--- src/rtl/cmd_pkg.sv ---
// Shared types and constants for the command parser: FSM state encoding,
// command byte field positions and the default write-acknowledge byte.
package cmd_pkg;

    typedef enum logic [2:0] {
        IDLE     = 3'd0,
        GET_DATA = 3'd1,
        WRITE    = 3'd2,
        READ     = 3'd3,
        SEND     = 3'd4
    } cmd_state_e;

    localparam int CMD_WR_BIT = 7;
    localparam int CMD_ADDR_W = 7;
    localparam int DATA_W     = 8;

    localparam logic [DATA_W-1:0] ACK_BYTE_DEFAULT = 8'hA5;

    // Command byte decode helpers.
    function automatic logic cmd_is_write(input logic [DATA_W-1:0] b);
        return b[CMD_WR_BIT];
    endfunction

    function automatic logic [CMD_ADDR_W-1:0] cmd_addr(input logic [DATA_W-1:0] b);
        return b[CMD_ADDR_W-1:0];
    endfunction

endpackage

--- src/rtl/cmd_parser_timer.sv ---
// Clear/enable cycle counter for the write-data timeout. expire_o is high while
// the count sits at LIMIT-1; LIMIT = 0 removes the counter entirely.
module cmd_timer #(
    parameter int unsigned LIMIT = 1000
) (
    input  logic clk_i,
    input  logic rst_n_i,
    input  logic clr_i,
    input  logic en_i,
    output logic expire_o
);

    generate
        if (LIMIT == 0) begin : g_off
            logic unused_tie;
            assign unused_tie = &{1'b0, clk_i, rst_n_i, clr_i, en_i};
            assign expire_o   = 1'b0;
        end else begin : g_on
            localparam int W = $clog2(LIMIT + 1);
            localparam logic [W-1:0] LAST = W'(LIMIT - 1);

            logic [W-1:0] count_q;
            logic [W-1:0] count_d;

            always_comb begin
                count_d = count_q;
                if (clr_i) begin
                    count_d = '0;
                end else if (en_i) begin
                    count_d = count_q + 1'b1;
                end
            end

            always_ff @(posedge clk_i or negedge rst_n_i) begin
                if (!rst_n_i) begin
                    count_q <= '0;
                end else begin
                    count_q <= count_d;
                end
            end

            assign expire_o = (count_q == LAST);
        end
    endgenerate

endmodule

--- src/rtl/cmd_parser.sv ---
// Serial command parser driving a register file: 1-byte reads, 2-byte writes,
// read data returned on a valid/ready TX port. CMD_ACK_EN adds a write ACK byte.
module cmd_parser
    import cmd_pkg::*;
#(
    parameter int unsigned TIMEOUT_CYCLES = 1000
`ifdef CMD_ACK_EN
    ,
    parameter logic [7:0] ACK_BYTE = ACK_BYTE_DEFAULT
`endif
) (
    input  logic                  clk_i,
    input  logic                  rst_n_i,
    input  logic [DATA_W-1:0]     rx_data_i,
    input  logic                  rx_valid_i,
    output logic [DATA_W-1:0]     tx_data_o,
    output logic                  tx_valid_o,
    input  logic                  tx_ready_i,
    output logic [CMD_ADDR_W-1:0] address_o,
    output logic                  wr_o,
    output logic                  data_received_o,
    output logic [DATA_W-1:0]     data_o,
    input  logic [DATA_W-1:0]     reg_data_i,
    output logic                  busy_o,
    output logic                  drop_o,
    output logic                  timeout_o
);

    // TX handshake: a byte transfers on a cycle where tx_valid_o && tx_ready_i;
    // once raised, tx_valid_o and tx_data_o stay constant until that cycle.

    cmd_state_e state_q, state_d;

    logic [CMD_ADDR_W-1:0] address_q, address_d;
    logic                  wr_q, wr_d;
    logic                  drx_q, drx_d;
    logic [DATA_W-1:0]     data_q, data_d;
    logic [DATA_W-1:0]     tx_data_q, tx_data_d;
    logic                  tx_valid_q, tx_valid_d;
    logic                  busy_q, busy_d;
    logic                  drop_q, drop_d;
    logic                  timeout_q, timeout_d;

    logic timer_clr;
    logic timer_en;
    logic timer_expire;
    logic tx_fire;

    assign tx_fire = tx_valid_q && tx_ready_i;

    // The timer only runs while waiting for a data byte, so it is zero on entry.
    assign timer_clr = (state_q != GET_DATA);
    assign timer_en  = (state_q == GET_DATA) && !rx_valid_i;

    cmd_timer #(
        .LIMIT (TIMEOUT_CYCLES)
    ) u_timer (
        .clk_i    (clk_i),
        .rst_n_i  (rst_n_i),
        .clr_i    (timer_clr),
        .en_i     (timer_en),
        .expire_o (timer_expire)
    );

    always_ff @(posedge clk_i or negedge rst_n_i) begin
        if (!rst_n_i) begin
            state_q <= IDLE;
        end else begin
            state_q <= state_d;
        end
    end

    always_comb begin
        state_d = state_q;
        unique case (state_q)
            IDLE: begin
                if (rx_valid_i) begin
                    state_d = cmd_is_write(rx_data_i) ? GET_DATA : READ;
                end
            end
            GET_DATA: begin
                if (rx_valid_i) begin
                    state_d = WRITE;
                end else if (timer_expire) begin
                    state_d = IDLE;
                end
            end
            WRITE: begin
`ifdef CMD_ACK_EN
                state_d = SEND;
`else
                state_d = IDLE;
`endif
            end
            READ: begin
                state_d = SEND;
            end
            SEND: begin
                if (tx_fire) begin
                    state_d = IDLE;
                end
            end
            default: begin
                state_d = IDLE;
            end
        endcase
    end

    always_comb begin
        address_d  = address_q;
        wr_d       = wr_q;
        data_d     = data_q;
        tx_data_d  = tx_data_q;
        tx_valid_d = tx_valid_q;
        drx_d      = 1'b0;
        drop_d     = 1'b0;
        timeout_d  = 1'b0;
        busy_d     = (state_d != IDLE);
        unique case (state_q)
            IDLE: begin
                if (rx_valid_i) begin
                    address_d = cmd_addr(rx_data_i);
                    wr_d      = cmd_is_write(rx_data_i);
                end
            end
            GET_DATA: begin
                // Any byte here is write data, even one with the write bit set.
                if (rx_valid_i) begin
                    data_d = rx_data_i;
                    drx_d  = 1'b1;
                end else if (timer_expire) begin
                    wr_d      = 1'b0;
                    timeout_d = 1'b1;
                end
            end
            WRITE: begin
                wr_d   = 1'b0;
                drop_d = rx_valid_i;
`ifdef CMD_ACK_EN
                tx_data_d  = ACK_BYTE;
                tx_valid_d = 1'b1;
`endif
            end
            READ: begin
                tx_data_d  = reg_data_i;
                tx_valid_d = 1'b1;
                drop_d     = rx_valid_i;
            end
            SEND: begin
                if (tx_fire) begin
                    tx_valid_d = 1'b0;
                end
                drop_d = rx_valid_i;
            end
            default: begin
            end
        endcase
    end

    always_ff @(posedge clk_i or negedge rst_n_i) begin
        if (!rst_n_i) begin
            address_q  <= '0;
            wr_q       <= 1'b0;
            drx_q      <= 1'b0;
            data_q     <= '0;
            tx_data_q  <= '0;
            tx_valid_q <= 1'b0;
            busy_q     <= 1'b0;
            drop_q     <= 1'b0;
            timeout_q  <= 1'b0;
        end else begin
            address_q  <= address_d;
            wr_q       <= wr_d;
            drx_q      <= drx_d;
            data_q     <= data_d;
            tx_data_q  <= tx_data_d;
            tx_valid_q <= tx_valid_d;
            busy_q     <= busy_d;
            drop_q     <= drop_d;
            timeout_q  <= timeout_d;
        end
    end

    assign address_o       = address_q;
    assign wr_o            = wr_q;
    assign data_received_o = drx_q;
    assign data_o          = data_q;
    assign tx_data_o       = tx_data_q;
    assign tx_valid_o      = tx_valid_q;
    assign busy_o          = busy_q;
    assign drop_o          = drop_q;
    assign timeout_o       = timeout_q;

endmodule

--- config.mk ---
export PLATFORM = sky130hd
export DESIGN_NAME = cmd_parser
export DESIGN_NICKNAME = d
export VERILOG_FILES = /design/src/rtl/cmd_pkg.sv /design/src/rtl/cmd_parser_timer.sv /design/src/rtl/cmd_parser.sv
export SDC_FILE = /design/constraint.sdc
export NUM_CORES = 1
export LEC_CHECK = 0
export BUFFER_PORTS_ARGS = -buffer_cell sky130_fd_sc_hd__buf_2
export CORE_ASPECT_RATIO = 0.75
export CORE_MARGIN = 2
export CORE_UTILIZATION = 30
export DETAILED_ROUTE_END_ITERATION = 8
export GPL_ROUTABILITY_DRIVEN = 0
export PLACE_DENSITY_LB_ADDON = 0.1
export SYNTH_ARGS = -nofsm -noshare
export SYNTH_HDL_FRONTEND = slang
export SYNTH_SLANG_ARGS = --single-unit
--- constraint.sdc ---
create_clock -name clk_i -period 2.4 [get_ports clk_i]
set_clock_uncertainty 0.05 [all_clocks]
set_input_delay 0.12 -clock clk_i [delete_from_list [all_inputs] [get_ports clk_i]]
set_output_delay 0.12 -clock clk_i [all_outputs]
set_load 0.03 [all_outputs]
Word level (Yosys, flattened, before mapping)
Index checks and enable logic that the tools add are counted.

$mul: 0. Bitwise operators: 0. Magnitude comparators: 0. Reductions and logical operators: 13. Equal/unequal tests: 10. $add $sub $neg: 1. Shift operators: 0. Multiplexer cells: 20. Divide/modulo/power cells: 0.

Operators by type and width (count): $mux 10 (2); $mux 3 (4); $pmux 3 s4 (1); $add 10x1->10 const B (1); $eq 10x10->1 const B (1); $mux 1 (10); $ne 2x2->1 const B (4); $eq 3x2->1 const B (2); $reduce_and 2->1 (3); $reduce_bool 3->1 (2); $reduce_and 4->1 (1); $reduce_bool 2->1 (2); $eq 3x1->1 const B (1); $eq 3x3->1 const B (1); $logic_not 3->1 (1); $ne 3x1->1 const B (1); $pmux 1 s3 (1); $reduce_or 3->1 (1); $logic_and 1x1->1 (2); $mux 2 (1); $pmux 1 s2 (1); $logic_not 1->1 (1).

Input bits: 20. Logic and storage cells: 55. Latch bits: 0. ROM bits: 0. Bits in writable memories: 0. Memories kept: 0. Register bits: 42.

Longest topological paths before layout
Depth in word-level cells: 5. Mapped depth: 5. Mapped depth without buffers: 5.

Hierarchy
A second synthesis with hierarchy kept.

Cell total of the unflattened synthesis: 137. Area total of the unflattened synthesis: 1806.7 um^2.

Modules (own cells, without submodules): cmd_parser (area each 1280.0 um^2, instances 1, cells an instance 86); cmd_timer (area each 526.8 um^2, instances 1, cells an instance 51).

Least setup slack after synthesis
Ideal clock, no wire load.

Kind: register -> register. From: reg u_timer.g_on.count_q[0]. To: reg busy_q (netlist: busy_o). Path buffers: 0. Setup time: 0.131 ns. Path slack: 0.847 ns. Data arrival time: 1.372 ns. Data required time: 2.219 ns. Clock period less this slack: 1.553 ns. Cell stages (with the launch flop): 6. Path through: dfrtp_1 ha_1 nand4bb_1 nor3_1 o32ai_1 or3_1.

Cells in the longest elaborated chain, start to end: 5.

RTL lines: from (decl) (line cmd_parser_timer.sv:22) `logic [W-1:0] count_q;`; from (signal assigned) (line cmd_parser_timer.sv:38) `count_q <= count_d;`; $eq 10x10->1 (line cmd_parser_timer.sv:42) `assign expire_o = (count_q == LAST);`; $mux 3 (line cmd_parser.sv:84) `end else if (timer_expire) begin`; $mux 3 (line cmd_parser.sv:82) `if (rx_valid_i) begin`; $pmux 3 s4 (line cmd_parser.sv:75) `unique case (state_q)`; via state_d[0] (line cmd_parser.sv:32) `cmd_state_e state_q, state_d;`; $reduce_bool 3->1 (line cmd_parser.sv:118) `busy_d = (state_d != IDLE);`; via busy_d (line cmd_parser.sv:40) `logic busy_q, busy_d;`; to (signal assigned) (line cmd_parser.sv:178) `busy_q <= busy_d;`; to (decl) (line cmd_parser.sv:40).

The timed path passes the listed nets, and every way through them passes these cells. A chain may end at the register's enable or synchronous reset.

Worst setup path after layout
From: reg state_q[2]. To: reg data_q[3] (netlist: data_o[3]).

Cells in the longest elaborated chain, start to end: 2.

RTL lines: from (decl) (line cmd_parser.sv:32); from (signal assigned) (line cmd_parser.sv:69) `state_q <= state_d;`; $eq 3x1->1 (line cmd_parser.sv:119) `unique case (state_q)`; $reduce_and 2->1 (no line); to (signal assigned) (line cmd_parser.sv:175) `data_q <= data_d;`; to (decl) (line cmd_parser.sv:37) `logic [DATA_W-1:0] data_q, data_d;`.

No other way between the ends.

==> results.yml <==
outcome:
  status: "finished clean"
critical_path:
  cp_max_fo: 9
  startpoint: "state_q[2]$_DFF_PN0_"
  critPathRequiredTime_ps: 2520
  critPathBufInv: 0
  critPathCaptureType: "flip-flop"
  cpLargestDelayFamily: "simple AND/OR/NAND/NOR gates"
  cp.arrival_ps: 1840
  slowest_delay_ps: 470
  start_kind: "flip-flop"
  r2r_start: "state_q[2]$_DFF_PN0_"
  path_class: "flip-flop to flip-flop"
  cpMaxStageDelayCell: "dfrtp_1"
  worstPathCellList: "nor2_1 > nand2_1 > nor2_2 > mux2_2"
synthesis:
  synth_cells: 136
  synth_area_per_cell_um2: 12.88
  yosys_most_used_dff: "dfrtp_1"
  synthTopCellsByArea: "dfrtp_1 (60%), mux2_2 (15%), xnor2_1 (3.5%)"
  synth-seq-cells: 42
  seq_area_frac_synth_pct: 60.00
  syn_area_um2: 1752
  synth-compound-area-share_pct: 2.857
  synth_top_cell_area_share_pct: 60.00
  synth_top_area_cell: "dfrtp_1"
  synth_top_family_by_area: "multiplexers"
  synthAdderAreaFrac_pct: 0.7143
  synth_cell_types: 29
  synthMuxAreaShare_pct: 15.93
  ys_async_sr_fraction_pct: 100.0
  synth_xor_area_share_pct: 4.500
  synth_fp_nets: 157
  ys_warn_count: 0
  synth-simple-area-share_pct: 13.93
  synth-edff-count: 0
placed_design:
  place_inst: 257
  placed_area_um2: 2064
  portBuffers: 48
  place_ws_ps: 653.0
  dp_hpwl_um: 2413
sta:
  hold_viol_final: 0
  finalCritPeriodShare_pct: 71.69
  fin_ws_ps: 679.5
  min_period_ps: 1721
  setup_viol: 0
  finalSetupTns_ps: 0
  clock.fmax_mhz: 581.2
  tightest_slew_ps: 914.5
  whs_ps: 15.20
  slew_headroom_pct: 39.03
  drv_slew: 0
  rsz0062_at_grt: "no"
pwr:
  ir_drop_mv: 0.5788
  p_per_area_nw_per_um2: 1276
  leakagePower_nw: 0.9819
min_path:
  hold_path_startpoint: "reg_data_i[5]"
  min_path_type: "input port to flip-flop"
final_layout:
  final_cell_count_no_fill: 266
  fin_nets: 209
  layout_common_cells: "buf_2 (48), dfrtp_1 (42), mux2_2 (23)"
  antenna_cells: 0
  area_growth_syn_to_layout_pct: 23.50
  drive_above_1_share_pct: 43.62
  final_cell_area_um2: 2163
  final_common_cell: "buf_2"
global_route:
  grt_pass1_vias: 1212
  grt_max_degree: 43
  grt.overflow.total: 0
  antenna_found_initial: 0
  grt_first_pass_wirelength_um: 5754
  track_usage_pct: 11.29
route:
  dr.first_iter.drc_count: 72
  drc: 0
  dr.pass1.iters: 4
  viasPerCell: 4.440
  routed_wl_um: 3312
  vias: 1181
  routedWlPerCell_um: 12.45
  postRouteAntennaNets: 0
floorplanning:
  fp.dieH_um: 70.18
  die_x_um: 92.24
  core_area_um2: 5736
  io-pin-count: 49
  die-area_um2: 6473
  initial_core_util_pct: 30.54
  rows: 24
cts:
  post_cts_buffers: 0
  cts_tree: "done"
  cts_root_buffer: "clkbuf_8"
  cts_buffer_depth: 2
  path_clk_slew_ps: 70
  cts_made_buffers: 5
  clock_latency_ps: 280
  cts_sinks: 42
  cts_max_level: 2
job:
  maxCapViolCount: 0
## synth_stat cells (2+ instances only)
library cell / n
mux2i_1: 2
xnor2_1: 7
xor2_1: 2
nor2_2: 2
nand3_1: 4
buf_2: 2
a21oi_1: 4
dfrtp_1: 42
nor2b_1: 2
or3_1: 2
nor3_1: 4
nand3b_1: 3
nand2_1: 7
mux2_2: 23
nor2_1: 13
clkbuf_1: 2
inv_1: 3
## final timing paths
| check | to | slack (ps) | depth (start not counted) |
|---|---|---|---|
| min in group asynchronous | timeout_o$_DFF_PN0_ | 460 | 2 |
| setup / recovery | data_o[3]$_DFFE_PN0P_ | 680 | 4 |
| setup reg to reg | data_o[3]$_DFFE_PN0P_ | 680 | 4 |
| max in group asynchronous | data_o[3]$_DFFE_PN0P_ | 1260 | 2 |
| hold reg to reg | tx_data_o[6]$_DFFE_PN0P_ | 450 | 1 |
| hold / removal | tx_data_o[5]$_DFFE_PN0P_ | 20 | 2 |
## kinds of logic (layout without fill, tap and decap cells)
family                   count (synthesis)  in the layout
AND/OR/NAND/NOR                         43             43
flip-flops                              42             42
multiplexers                            25             25
XOR/XNOR                                 9              9
AO/OA/AOI/OAI                            8              8
buffers and inverters                    8             60
adder cells (fa/ha/maj)                  1              1
## power by group
part           total [W]  internal [W]  switching [W]  leakage [nW]
registers        0.00112      0.000967       0.000157         0.525
logic            0.00122      0.000444       0.000778         0.413
clock network   0.000414      0.000195       0.000219        0.0438
## state kept, by name (all words and copies together), names as in the netlist
| signal | count |
|---|---|
| address_o | 7 |
| busy_o | 1 |
| data_o | 8 |
| data_received_o | 1 |
| drop_o | 1 |
| state_q | 3 |
| timeout_o | 1 |
| tx_data_o | 8 |
| tx_valid_o | 1 |
| u_timer.g_on.count_q | 10 |
| wr_o | 1 |
## area by class of cell
class                           count  area [µm²]
Fill cell                         559        3572
Sequential cell                    42        1051
Multi-Input combinational cell     86       664.4
Timing Repair Buffer               50       260.3
Tap cell                           78       97.59
Clock buffer                        5       68.82
Inverter                            3       11.26
Clock inverter                      2       10.01
## worst reg2reg max path, delay by kind of cell (launching register included)
| family | cells | cell delay, ps |
|---|---|---|
| flops | 1 | 470 |
| mux | 1 | 400 |
| simple gates | 3 | 700 |
## through the flow
stage,utilization [%],power [W]
after CTS,37.72,0.002819
after detailed placement,35.99,0.002380
final,37.72,0.002760
after global routing,37.72,0.002950
after global placement,35.99,0.002358
after floorplan,-,0.002031
## per-layer routing
metal / vias up / wire [µm] / share of wire (%) / GRT usage [%]
li1: 571 / - / - / -
met1: 575 / 1517 / 46 / 14.86
met2: 33 / 1574 / 48 / 17.48
met3: 2 / 184 / 5.6 / 3.452
met4: 0 / 35 / 1.1 / 4.478
met5: - / 0 / 0 / 0
## what timing repair did
item,CTS,global route
resized for setup,0,0
endpoints found under the hold margin,43,0
hold buffers,2,0
Note: power is estimated with default switching activity, not from simulation.
